==> config.mk <==
export PLATFORM = sky130hd
export DESIGN_NAME = bram_loader
export DESIGN_NICKNAME = d
export VERILOG_FILES = /design/src/rtl/bram_loader_pkg.sv /design/src/rtl/bram_loader.sv
export SDC_FILE = /design/constraint.sdc
export NUM_CORES = 1
export LEC_CHECK = 0
export CAP_MARGIN = 20
export CORE_ASPECT_RATIO = 0.8
export CORE_UTILIZATION = 35
export DETAILED_ROUTE_END_ITERATION = 8
export GPL_ROUTABILITY_DRIVEN = 0
export MAX_ROUTING_LAYER = met4
export PLACE_DENSITY_LB_ADDON = 0.15
export SLEW_MARGIN = 20
export SYNTH_ARGS = -nofsm -noshare
export SYNTH_HDL_FRONTEND = slang
export SYNTH_SLANG_ARGS = --single-unit
==> constraint.sdc <==
create_clock -name clk -period 2.67 [get_ports clk]
set_clock_uncertainty 0.1 [all_clocks]
set_input_delay 0.534 -clock clk [delete_from_list [all_inputs] [get_ports clk]]
set_output_delay 0.534 -clock clk [all_outputs]
set_load 0.05 [all_outputs]
==> src/rtl/bram_loader_pkg.sv <==
// Shared parsing-stage definitions: BRAM geometry, loader FSM encoding and
// the request-size rule used by the loader.
package bram_loader_pkg;

  localparam int DW   = 128;  // BRAM word width
  localparam int AW   = 9;    // BRAM address width (512 deep)
  localparam int NB   = 16;   // number of BRAM banks
  localparam int CNTW = 14;   // beat-count width

  typedef enum logic [1:0] {
    IDLE  = 2'd0,
    LOAD  = 2'd1,
    FLUSH = 2'd2,
    DONE  = 2'd3
  } loaderStateT;

  // A load request is legal when it asks for at least one beat and no more
  // beats than the bank array can hold.
  function automatic logic countInRange(input logic [CNTW-1:0] n, input int maxWords);
    return (n != '0) && (int'({1'b0, n}) <= maxWords);
  endfunction

endpackage

==> src/rtl/bram_loader.sv <==
// Streams a counted burst of beats round-robin into a BRAM bank array, then
// pulses o_start to the downstream parser once the last word has landed.
module bram_loader
  import bram_loader_pkg::*;
#(
  parameter int DW = bram_loader_pkg::DW,
  parameter int AW = bram_loader_pkg::AW,
  parameter int NB = bram_loader_pkg::NB
) (
  input  logic            clk,
  input  logic            rstn,
  input  logic            i_load_start,
  input  logic [CNTW-1:0] i_num_words,
  input  logic            i_abort,
  input  logic            i_valid,
  input  logic [DW-1:0]   i_data,
  output logic            o_ready,
  output logic [NB-1:0]   o_ena,
  output logic [NB-1:0]   o_wea,
  output logic [AW-1:0]   o_addra,
  output logic [DW-1:0]   o_dia,
  output logic            o_start,
  output logic            o_busy,
  output logic            o_done,
  output logic            o_err
);

  localparam int MAX_WORDS = NB * (2 ** AW);
  localparam int BW        = (NB > 1) ? $clog2(NB) : 1;

  loaderStateT     state, stateNext;
  logic [CNTW-1:0] numWords;
  logic [CNTW-1:0] beatCnt;
  logic [BW-1:0]   bankIdx;
  logic [AW-1:0]   addr;
  logic [NB-1:0]   wrStrobe;
  logic [AW-1:0]   wrAddr;
  logic [DW-1:0]   wrData;
  logic            errPulse;
  logic            startOk;
  logic            startReq;
  logic            accept;
  logic            lastBeat;

  assign startOk  = countInRange(i_num_words, MAX_WORDS);
  assign startReq = (state == IDLE) && i_load_start;
  // Abort wins over a beat offered in the same cycle: that beat is dropped.
  assign accept   = (state == LOAD) && i_valid && !i_abort;
  assign lastBeat = (beatCnt == numWords - CNTW'(1));

  always_ff @(posedge clk or negedge rstn) begin
    if (!rstn) begin
      state <= IDLE;
    end else begin
      // NOTE: sequential state uses non-blocking assignment so every register
      // samples the values from before the edge, independent of block order.
      state <= stateNext;
    end
  end

  always_comb begin
    // NOTE: default assigned first so every path drives stateNext; a missing
    // branch would otherwise infer a latch.
    stateNext = state;
    unique case (state)
      IDLE:    if (startReq && startOk) stateNext = LOAD;
      LOAD: begin
        if (i_abort)                stateNext = IDLE;
        else if (accept && lastBeat) stateNext = FLUSH;
      end
      FLUSH:   stateNext = i_abort ? IDLE : DONE;
      DONE:    stateNext = IDLE;
      default: stateNext = IDLE;
    endcase
  end

  always_ff @(posedge clk or negedge rstn) begin
    if (!rstn) begin
      // NOTE: the write address/data registers are reset as well so the bank
      // ports never present X, even though strobes are what qualify a write.
      numWords <= '0;
      beatCnt  <= '0;
      bankIdx  <= '0;
      addr     <= '0;
      wrStrobe <= '0;
      wrAddr   <= '0;
      wrData   <= '0;
      errPulse <= 1'b0;
    end else begin
      wrStrobe <= '0;
      errPulse <= startReq && !startOk;

      if (startReq && startOk) begin
        numWords <= i_num_words;
        beatCnt  <= '0;
        bankIdx  <= '0;
        addr     <= '0;
      end

      if (accept) begin
        wrStrobe <= NB'(1) << bankIdx;
        wrAddr   <= addr;
        wrData   <= i_data;
        beatCnt  <= beatCnt + CNTW'(1);
        // Banks fill round-robin; the row address advances after the last bank.
        if (bankIdx == BW'(NB - 1)) begin
          bankIdx <= '0;
          addr    <= addr + AW'(1);
        end else begin
          bankIdx <= bankIdx + BW'(1);
        end
      end
    end
  end

  assign o_ready = (state == LOAD);
  assign o_busy  = (state != IDLE);
  assign o_done  = (state == DONE);
  assign o_start = (state == DONE);
  assign o_err   = errPulse;
  assign o_ena   = wrStrobe;
  assign o_wea   = wrStrobe;
  assign o_addra = wrAddr;
  assign o_dia   = wrData;

endmodule

Yosys cells after proc, flatten, opt, wreduce, memory -nomap -nowiden
Cells that the tools add are included.
{"block": "classes", "shifts": 1, "n_lt_le_gt_ge": 1, "mux": 14, "eq_ne": 7, "n_addsub": 4, "reduce_logical": 14}
{"cell": "$mux 14", "count": 2}
{"cell": "$mux 9", "count": 3}
{"cell": "$mux 16", "count": 1}
{"cell": "$shl 1x4->16 const A", "count": 1}
{"cell": "$add 14x1->14 const B", "count": 1}
{"cell": "$eq 14x14->1", "count": 1}
{"cell": "$le 14x14->1 const B", "count": 1}
{"cell": "$reduce_bool 14->1", "count": 1}
{"cell": "$sub 14x1->14 const B", "count": 1}
{"cell": "$mux 4", "count": 3}
{"cell": "$add 9x1->9 const B", "count": 1}
{"cell": "$mux 2", "count": 4}
{"cell": "$pmux 2 s4", "count": 1}
{"cell": "$logic_and 1x1->1", "count": 7}
{"cell": "$add 4x1->4 const B", "count": 1}
{"cell": "$eq 2x2->1 const B", "count": 2}
{"cell": "$eq 4x4->1 const B", "count": 1}
{"cell": "$reduce_bool 2->1", "count": 2}
{"cell": "$ne 3x2->1 const B", "count": 1}
{"cell": "$eq 2x1->1 const B", "count": 1}
{"cell": "$logic_not 1->1", "count": 2}
{"cell": "$logic_not 2->1", "count": 1}
{"cell": "$ne 2x1->1 const B", "count": 1}
{"cell": "$reduce_and 2->1", "count": 1}
{"block": "word_totals", "wordCells": 50, "ff_bits": 197, "in_bits": 147, "out_inout_bits": 174}

Depth between registers and ports, before layout
Gate-level depths: netlist of run 1.
{"block": "depth", "depth_word": 7, "ltp_mapped": 8, "mapped_depth_nobuf": 8}

Worst setup path after synthesis of run 1
OpenSTA, ideal clock, no wires.
{"block": "synth_path", "path_kind": "register to register", "startpoint": "register numWords[0]", "endpoint": "register state[0]", "path_buffers": 0, "setup_ps": 64, "path_stages_with_launch": 9, "t_required_ps": 2506, "path_slack_ps": 358, "t_arrival_ps": 2147, "period_less_slack_ps": 2312, "cell_sequence": "dfrtp_1 inv_1 ha_1 or4b_4 or3_1 a32o_1 a31oi_2 or2_1 o21a_1"}
{"block": "synth_between", "elab_chain_len": 5}
{"item": "start: declaration", "line": "bram_loader.sv:32", "source": "logic [CNTW-1:0] numWords;"}
{"item": "start signal: assignment", "line": "bram_loader.sv:94", "source": "numWords <= i_num_words;"}
{"item": "$sub 14x1->14", "line": "bram_loader.sv:49", "source": "assign lastBeat = (beatCnt == numWords - CNTW'(1));"}
{"item": "$eq 14x14->1", "line": "bram_loader.sv:49"}
{"item": "$logic_and 1x1->1", "line": "bram_loader.sv:69", "source": "else if (accept && lastBeat) stateNext = FLUSH;"}
{"item": "$ne 3x2->1 (no line)"}
{"item": "$reduce_and 2->1 (no line)"}
{"item": "end signal: assignment", "line": "bram_loader.sv:57", "source": "state <= stateNext;"}
{"item": "end: declaration", "line": "bram_loader.sv:31", "source": "loaderStateT state, stateNext;"}
Every way passes these cells.
A chain may end at the register's enable or synchronous reset.

Final worst setup path of run 1
{"block": "layout_path", "startpoint": "register state[1]", "endpoint": "output port o_busy"}
{"block": "layout_between", "elab_chain_len": 1}
{"item": "$reduce_bool 2->1", "line": "bram_loader.sv:117", "source": "assign o_busy = (state != IDLE);"}
{"item": "end: declaration", "line": "bram_loader.sv:23", "source": "output logic o_busy,"}
Every way passes these cells.

==> metrics.md, run 1 <==
| Metric | Value |
|---|---|
| Worst Min Path Start | `o_dia[105]` |
| CTS H-Tree Depth | `4` |
| WHS Path Cells | `2` |
| Worst VDD drop | `a little over 0.0007 V` |
| Post-synthesis average cell area | `8.96 um2` |
| CTS tree | `done` |
| Hold worst-path end | `o_dia[105]` |
| Main area contributors after synthesis | `dfrtp_1 (59%), nand2_1 (21%), xnor2_1 (1.9%), clkbuf_1 (1.6%), buf_4 (1.5%)` |
| Final ANT Viol Nets | `0` |
| Initial Util | `between 30% and 40%` |
| Syn_nets | `1,088` |
| Post-Route Setup TNS | `0 ns` |
| Post-Synth Adder-Cell Area | `under 10%` |
| Reg-to-reg setup timing slack | `approximately 0.18 ns` |
| Synthesized flop and latch total | `about 200` |
| Dpl ws | `-0.215 ns` |
| DRT Pass-1 Iters | `4` |
| Kind of critical path | `reg2out` |
| Die area | `24,500 um2` |
| Yosys cell types | `45` |
| Cell Int Power | `roughly 8000 uW` |
| Met2 Use GR | `between 20% and 30%` |
| Reg2Reg Launch Point | `numWords[0]` |
| DRC Markers | `0` |
| First-pass GRT wire length | `roughly 37 mm` |
| Final core occ | `a little over half` |
| Cell count after synthesis | `around 930` |
| Final setup margin | `around 0.11 ns` |
| YS warnings | `0` |
| Vias in the first global route | `between 6,000 and 7,000` |
| Top-level I/O count | `roughly 320` |
| Max Fclk | `a little under 400 MHz` |
| Relative slew slack | `61.8%` |
| Finished Layout Cells | `about 1,600` |
| Via-to-Cell Ratio | `roughly 4.6` |
| Mapped Area | `around 8300 um2` |
| Initial antenna violation count | `1` |
| Reg-to-reg endpoint | `state[0]` |
| Seq pwr share | `a little under a third` |
| Crit. End Element | `output port` |
| GRT Total Usage | `just under 20%` |
| Synth-to-Final Area Change | `50.4%` |
| Gr ovfl total | `0` |
| CP cell instances | `nor2_1 -> inv_1 -> clkdlybuf4s50_1` |
| Hpwl dp | `about 17 mm` |
| Max-cap violations | `0` |
| PwrDens | `~1200 nW/um2` |
| Core Rows | `50` |
| Layer with the highest usage after global routing | `met2` |
| Post-route minimum period | `2.56 ns` |
| Register area share after synthesis | `roughly three fifths` |
| IO Port Bufs | `320` |
| Final setup viols | `0` |
| Max incr delay on CP | `slightly below 0.8 ns` |
| Mux contribution to synthesized area | `0.765%` |
| Layout cells sized above 1 | `between 5 and 6%` |
| Core ar. | `~23,000 um2` |
| Total CTS buffers | `17` |
| Fin nets | `around 1,400` |
| DRT Wirelength | `23.3 mm` |
| Synth Area in Simple Gates | `28.7%` |
| Die Ht | `140 um` |
| Critical-path top delay cell | `clkdlybuf4s50_1` |
| Post-synth top area share | `between 50% and 60%` |
| Worst slew pin tran | `0.571 ns` |
| Clock latency on the worst-skew pair | `approximately 0.43 ns` |
| LEAKAGE | `~0.006 uW` |
| RSZ-0062 raised after global routing | `no` |
| Critical Path AT | `about 1.9 ns` |
| Die width | `175 um` |
| Longest Clk Path Bufs | `2` |
| Synth Area in Compound Gates | `under 10%` |
| Root buf cell | `clkbuf_16` |
| CP delay by family, top | `buffers and inverters` |
| WP buf/inv | `2` |
| Startpoint types | `flop` |
| Post-synth ARST share | `100%` |
| CP max FO | `8` |
| XOR/XNOR Fraction of Synth Area | `2.83%` |
| Via count of the routed design | `slightly above 7,000` |
| Reg2Reg Depth | `8` |
| DRT iter0 DRCs | `roughly 430` |
| EDFF count, synth | `0` |
| Routed wire length per instance | `roughly 15 um` |
| Final Hold Fails | `0` |
| Yosys top cell by area | `dfrtp_1` |
| Sw power | `between 7000 and 8000 uW` |
| Reg clk slew, reported paths | `~0.08 ns` |
| Final period util | `a little over nine tenths` |
| Dominant synthesized flop cell | `dfrtp_1` |
| Status | `finished, final reports clean` |
| Largest family of logic cells by synthesized area | `simple AND/OR/NAND/NOR gates` |
| Combinational Power Share | `51.3%` |
| Met1 Use GR | `approximately 26%` |
| Max Slew Vio Count | `0` |
| Worst endpoint required time | `~2 ns` |
| Design Power | `roughly 15,000 uW` |
| Hold Crit Class | `reg2reg` |
| Met3 usage | `~6%` |
| CTS Sinks | `just under 200` |
| Largest net degree at the start of global routing | `approximately 80` |
| Placed cells | `between 1,500 and 2,000` |
| Switch share | `47.6%` |
| Clock power frac | `~17%` |
==> cell usage after synthesis, drive strengths merged, types with 12 or more instances <==
cell	n
xnor2	18
and2	12
nor2	29
nand3	13
clkbuf	36
dfrtp	197
buf	23
nand2	466
and3	14
o21ai	24
==> metal layers <==
layer / wire length [um] / up-vias
met5: 0 / -
li1: - / 3555
met4: 547 / 0
met3: 1750 / 28
met2: 10400 / 259
met1: 10600 / 3384
==> tightest hold or removal path, cell delays in order, from the launching register on <==
cell and delay [ns]:
dfrtp_1 0.35, nand2_1 0.05, nand2_1 0.05
==> final cells by class <==
class	count	area, um2
fill	2135	10800
tap	312	390
clock buffer	17	425
timing repair buffer	352	3500
clock inverter	14	140
inverter	8	30.0
multi-input combinational	668	3130
antenna	1	2.50
sequential	197	4930
==> metrics by stage <==
stage / area, um2 / hold slack [ns]
5_1_grt: 12600 / 0.396
3_3_place_gp: 12000 / 0.357
3_5_place_dp: 12000 / 0.362
4_1_cts: 12500 / 0.381
6_report: 12600 / 0.373
2_1_floorplan: 8350 / 0.138
==> cells by family after synthesis <==
kind of cell               after synthesis
and+or+nand+nor                        578
buffers and inverters                   67
xor gates and xnor gates                27
adders and majority gates                9
AOI/OAI and AO/OA                       48
muxes                                    6
DFF                                    197
==> layout by cell type (no fill, tap or decap), types with 4 or more instances in the layout <==
cell type / n
a21oi_1: 9
and2_1: 11
and3_1: 14
buf_12: 4
buf_4: 27
clkbuf_16: 17
clkdlybuf4s50_1: 318
dfrtp_1: 197
ha_1: 8
inv_1: 8
inv_6: 5
nand2_1: 466
nand3_1: 13
nand4_1: 7
nor2_1: 29
nor2b_1: 4
nor3_1: 7
nor3b_1: 4
nor4_1: 6
o21ai_0: 24
or3_1: 5
xnor2_1: 18
xor2_1: 9
==> timing repair <==
action / in CTS / in global routing
resized for setup: 0 / 2
hold buffers: 1 / 0
endpoints found under the hold margin: 19 / 0
setup endpoints to repair: 0 / 2
setup buffers: 0 / 0
==> power by group through the flow <==
stage / registers [uW] / clock network [uW] / logic [uW]
final: 4760 / 2510 / 7640
after global routing: 4900 / 2720 / 8080
after CTS: 4760 / 2590 / 7690
after detailed placement: 4760 / 0 / 7690
after global placement: 4770 / 0 / 7650
after floorplan: 7890 / 0 / 1680
==> sequential cells by signal (all words and copies together), names as in the netlist <==
name / cells
state: 2
o_addra: 9
o_err: 1
o_ena: 16
addr: 9
o_dia: 128
bankIdx: 4
numWords: 14
beatCnt: 14
==> worst max-delay path by stage <==
stage,startpoint,end,slack [ns],cells past startpoint
global placement,i_num_words[1],state[0],-0.22,8
detailed placement,i_num_words[1],beatCnt[10],-0.22,8
CTS,state[0],o_busy,0.08,3
finish,state[1],o_busy,0.11,3
global route,state[1],o_done,0.006,2
floorplan,numWords[0],state[0],0.36,8
Power figures use the tool's default switching activity.
==> run 2: changes to the inputs <==
--- a/config.mk
+++ b/config.mk
@@ -10,6 +10,7 @@
 export CORE_UTILIZATION = 35
 export DETAILED_ROUTE_END_ITERATION = 8
 export GPL_ROUTABILITY_DRIVEN = 0
+export HOLD_SLACK_MARGIN = 0.06
 export MAX_ROUTING_LAYER = met4
 export PLACE_DENSITY_LB_ADDON = 0.15
 export SLEW_MARGIN = 20
==> results of run 2 <==
The final DEF is identical to that of run 1; final timing and power are the same.
==> run 3: changes to the inputs <==
--- a/config.mk
+++ b/config.mk
@@ -7,6 +7,7 @@
 export LEC_CHECK = 0
 export CAP_MARGIN = 20
 export CORE_ASPECT_RATIO = 0.8
+export CORE_MARGIN = 4
 export CORE_UTILIZATION = 35
 export DETAILED_ROUTE_END_ITERATION = 8
 export GPL_ROUTABILITY_DRIVEN = 0
==> run 3 against run 2 <==
Net effect: first-iteration DRC count down 7.5%; sequential share of layout area down 0.40 points; wire length up 3.4%; sequential cell count unchanged; non-clock buffer count up 7; power up 1.2%; register-to-register slack worse by 0.03 ns; combinational power up 0.7%; clock power up 5%; maximum frequency up 1.7%; via count down 0.80%; sequential power about the same; critical endpoint is now state[0].
==> metrics.md, run 3 (synthesis gave the netlist of run 1 again) <==
| Metric | Value |
|---|---|
| Status | `finished, final reports clean` |
| Final setup viols | `0` |
| Top-level I/O count | `between 300 and 400` |
| Antenna cells | `0` |
| Clock power frac | `approximately 18%` |
| Post-route cell area | `12,700 um2` |
| Max Fclk | `between 300 and 400 MHz` |
| Via count of the routed design | `~7,200` |
| Max Slew Vio Count | `0` |
| GRT Total Usage | `18.8%` |
| CP max FO | `7` |
| WP buf/inv | `1` |
| Via-to-Cell Ratio | `approximately 4.5` |
| Hpwl dp | `between 15 and 20 mm` |
| Dpl ws | `-0.0944 ns` |
| Root buf cell | `clkbuf_16` |
| CP cell instances | `inv_1 -> ha_2 -> or4b_4 -> or3_1 -> a32o_1 -> a31oi_2 -> or2_1 -> o21a_1` |
| LEAKAGE | `roughly 0.0061 uW` |
| Leading cell types in the layout, fill and taps excluded | `nand2_1 (466), clkdlybuf4s50_1 (315), dfrtp_1 (197)` |
| Placed cells | `1,543` |
| Post-Route Setup TNS | `0 ns` |
| Critical Path AT | `2.79 ns` |
| Placed Area | `between 10,000 and 15,000 um2` |
| Cell Int Power | `7950 uW` |
| Sw power | `slightly above 7000 uW` |
| Final setup margin | `0.149 ns` |
| Synth-to-Final Area Change | `51.9%` |
| Core ar. | `~23,000 um2` |
| Final core occ | `between 50 and 60%` |
| Die Ht | `146 um` |
| Seq pwr share | `a little under a third` |
| Commonest non-fill, non-tap cell in the layout | `nand2_1` |
| RSZ-0062 raised after global routing | `no` |
| Worst slew pin tran | `around 0.60 ns` |
| Largest net degree at the start of global routing | `82` |
| CTS Sinks | `slightly below 200` |
| # Post-CTS Setup Buffers | `0` |
| Max incr delay on CP | `around 0.52 ns` |
| Switch share | `between 40% and 50%` |
| Finished Layout Cells | `1,576` |
| Combinational Power Share | `roughly half` |
| DRT Wirelength | `roughly 24 mm` |
| Crit. End Element | `flop` |
| DRC Markers | `0` |
| Fin nets | `roughly 1,400` |
| First-pass GRT wire length | `between 30 and 40 mm` |
| Max reg flops | `between 100 and 150` |
| Startpoint types | `flop` |
| Gr ovfl total | `0` |
| Filler cells | `~2,100` |
| Post-route minimum period | `around 2.5 ns` |
| Worst VDD drop | `between 0.0007 and 0.0008 V` |
| Kind of critical path | `reg2reg` |
| Critical-path top delay cell | `or4b_4` |
| CP delay by family, top | `simple AND/OR/NAND/NOR gates` |
| Hold Crit Class | `reg2reg` |
| CTS tree | `done` |
| Final period util | `between 90 and 100%` |
| DRT Pass-1 Iters | `4` |
| Total CTS buffers | `17` |
| PwrDens | `~1200 nW/um2` |
| Longest Clk Path Bufs | `2` |
| Final ANT Viol Nets | `0` |
| Core Rows | `50` |
| Initial antenna violation count | `0` |
| Worst endpoint required time | `2.94 ns` |
| Die width | `181 um` |
| Vias in the first global route | `7,162` |
| IO Port Bufs | `320` |
| Reg clk slew, reported paths | `~0.080 ns` |
| CTS H-Tree Depth | `4` |
| Routed wire length per instance | `roughly 15 um` |
| Max-cap violations | `0` |
| Relative slew slack | `59.9%` |
| Layout cells sized above 1 | `6.49%` |
| DRT iter0 DRCs | `397` |
| Final Hold Fails | `0` |
| Die area | `~26,000 um2` |
| Initial Util | `a little over a third` |
| Clock latency on the worst-skew pair | `roughly 0.43 ns` |
[run 3: changes by cell type in the layout (fill, tap and decap cells not counted), sizes merged, moves of 2 or more]
cell           previous run  this run
dlymetal6s2s              1         4
buf                      31        38
clkinvlp                  1         3
clkdlybuf4s50           318       315
inv                      16        13
[run 3: routing by layer]
layer / up-vias / track usage [%] / wire length [um] / share of wire, %
met5: - / - / 0 / 0
met4: 0 / 4.04 / 244 / 1.0
met3: 17 / 7.22 / 2090 / 8.7
met2: 224 / 28.4 / 10800 / 45
met1: 3351 / 24.3 / 10900 / 45
li1: 3576 / - / - / -
[run 3: layout make-up]
| class | instances | area [um2] | area share, % |
|---|---|---|---|
| multi-input combinational | 668 | 3140 | 24.8 |
| inverter | 8 | 30.0 | 0.237 |
| clock inverter | 15 | 189 | 1.49 |
| clock buffer | 17 | 425 | 3.35 |
| sequential | 197 | 4930 | 38.9 |
| tap | 312 | 390 | 3.08 |
| timing repair buffer | 359 | 3570 | 28.2 |
[run 3: worst min-delay path, delay by kind of cell, from the launching register on]
family | cells | cell delay [ns]
DFF | 1 | 0.34
and+or+nand+nor | 2 | 0.10
[run 3: worst paths after layout]
| path | start | endpoint | slack (ns) | cells after the start |
|---|---|---|---|---|
| min reg2reg | o_dia[71] | o_dia[71] | 0.37 | 2 |
| max reg2reg | numWords[0] | state[0] | 0.15 | 8 |
| min | o_dia[71] | o_dia[71] | 0.37 | 2 |
| max | numWords[0] | state[0] | 0.15 | 8 |
| min in group asynchronous | rstn | o_dia[78] | 0.55 | 2 |
| max in group asynchronous | rstn | o_dia[57] | 1.16 | 3 |
[run 3: repair_timing]
| action | in CTS | in global routing |
|---|---|---|
| resized for setup | 0 | 6 |
| hold buffers | 1 | 0 |
| hold endpoints to repair | 60 | 0 |
| endpoints found under the setup margin | 0 | 6 |
[run 3: power by group through the flow]
stage / combinational, uW / clock, uW / sequential, uW
after floorplan: 1680 / 0 / 7890
after global placement: 7720 / 0 / 4770
after detailed placement: 7740 / 0 / 4780
after CTS: 7760 / 2730 / 4750
after global routing: 8160 / 2860 / 4920
final: 7690 / 2640 / 4750
[run 3: through the flow]
stage,hold WS [ns],total power (uW)
global placement,0.357,12500
CTS,0.379,15200
floorplan,0.138,9570
finish,0.373,15100
detailed placement,0.361,12500
global route,0.395,15900
==> RTL edit: new RTL, settings of run 3 <==
The package constant `NB` goes from 16 to 32.
--- a/src/rtl/bram_loader_pkg.sv
+++ b/src/rtl/bram_loader_pkg.sv
@@ -4,7 +4,7 @@
 
   localparam int DW   = 128;  // BRAM word width
   localparam int AW   = 9;    // BRAM address width (512 deep)
-  localparam int NB   = 16;   // number of BRAM banks
+  localparam int NB   = 32;   // number of BRAM banks
   localparam int CNTW = 14;   // beat-count width
 
   typedef enum logic [1:0] {
Ports: changed (resized o_ena and o_wea); port bits go from 321 to 353. The function was not compared with the original's and may differ.
==> RTL edit against run 3 <==
Cell count up 4.3%. Routed wire length grew 11%. Utilization rose by 0.55 points. Global-route usage decreased by 0.14 points. Area after synthesis up 6.9%. Die area grew 6.5%. Fmax down 2.8%. Cell area is 6.3% higher. Sequential cell count rose by 17. Total power is 23% lower. Setup slack worse by 0.074 ns. Critical endpoint is now o_start. Largest power group unchanged. Highest routed layer unchanged.
==> RTL edit: results (changes against run 3) <==
post-synthesis compound-gate area fraction=3.23% (-0.25 points); Cell variety after synth=48 (+6.7%); critical path peak fanout=6 (-1); placed cell count=1602 (+3.8%); Post-synth top cells=nand2_1, dfrtp_1, nor2_1; DR iter-0 viols=383 (-3.5%); worst-skew pair later-pin latency=0.51 ns (+0.08 ns); Hold EP=o_dia[41]$_DFFE_PN0P_; syn_nets=1141 (+4.9%); Worst Min Path Start=o_dia[41]$_DFFE_PN0P_; GRT Resource Usage Total=18.7% (-0.14 points); Leak=0.00641 µW (+5.5%); post-synthesis mux area share=0.673% (-0.091 points); Worst path slowest cell=clkdlybuf4s50_1; outcome=completed; P_clk=3210 µW (+22%); worst slack, placed=-0.0798 ns (+0.0146 ns); Pwr Density=862 nW/µm² (-28%); Max H-tree Level=1 (-3); Worst-Margin Slew=0.635 ns (+0.0331 ns); Worst IR Drop VDD=456 µV (-42%); FILL cells=2265 (+5.8%); placed cell areas=12700 µm² (+5.6%); first-pass GRT wire length=41600 µm (+6.6%); Synth Area in Adders=1.40% (+0.054 points); HPWL Detailed=19200 µm (+9.2%); hold slack=0.370 ns (-0.00317 ns); CP delay by family, top=buffers and inverters; Post-Route WL=26700 µm (+11%); post-synthesis cell count=984 (+5.6%); Sequential Power=4170 µW (-12%); Clock Path Buffers=3 (+1); Reg clk slew, reported paths=0.06 ns (-0.02 ns); Routed wire per std cell=16.2 µm (+6.2%); CP max stage delay=0.80 ns (+0.28 ns); sequential share of the synthesized area=60.0% (+0.97 points); number of buffers created by CTS=24 (+7); reg-to-reg slack, setup=0.13 ns (-0.02 ns); top cells by area, synth=dfrtp_1, nand2_1, buf_4
-- RTL edit: repair_timing --
item	in CTS	in global routing
endpoints found under the setup margin	0	6
gates resized for setup	0	5
hold endpoints to repair	68	0
hold buffers	1	0
-- RTL edit: how the worst max path moves through the flow --
stage	startpoint	slack, ns	cells past startpoint	endpoint
global route	state[1]$_DFFE_PN0P_	0.005	2	o_start
finish	state[1]$_DFFE_PN0P_	0.08	2	o_start
global placement	i_num_words[13]	-0.09	8	beatCnt[4]$_DFFE_PN0P_
floorplan	numWords[2]$_DFFE_PN0P_	0.43	7	state[0]$_DFFE_PN0P_
detailed placement	i_num_words[12]	-0.08	8	beatCnt[4]$_DFFE_PN0P_
CTS	state[0]$_DFFE_PN0P_	0.01	2	o_ready
-- RTL edit: tightest hold or removal path: stages, from the launching register on --
cell and delay, ns:
dfrtp_1 0.34, nand2_1 0.05, nand2_1 0.05
-- RTL edit: per-layer routing --
metal  vias to the layer above  part of all wire [%]  GRT usage [%]
li1                       3711                     -              -
met2                       253                    45           28.2
met3                        36                   9.2           7.14
met4                         0                   2.5           4.69
met5                         -                     0              -
met1                      3472                    44           24.0
-- RTL edit: area by class of cell --
| type | count | area [µm²] | area share [%] |
|---|---|---|---|
| Multi-Input combinational cell | 684 | 3150 | 23.3 |
| Clock inverter | 11 | 115 | 0.854 |
| Timing Repair Buffer | 377 | 3790 | 28.1 |
| Inverter | 10 | 37.5 | 0.278 |
| Antenna cell | 1 | 2.50 | 0.0186 |
| Sequential cell | 214 | 5360 | 39.7 |
| Tap cell | 318 | 398 | 2.95 |
| Clock buffer | 29 | 641 | 4.75 |
-- RTL edit: cell families after synthesis --
family | count (synthesis)
AOI/OAI and AO/OA | 47
buffers and inverters | 86
adders and majority gates | 10
xor gates and xnor gates | 21
DFF | 214
and+or+nand+nor | 600
muxes | 6
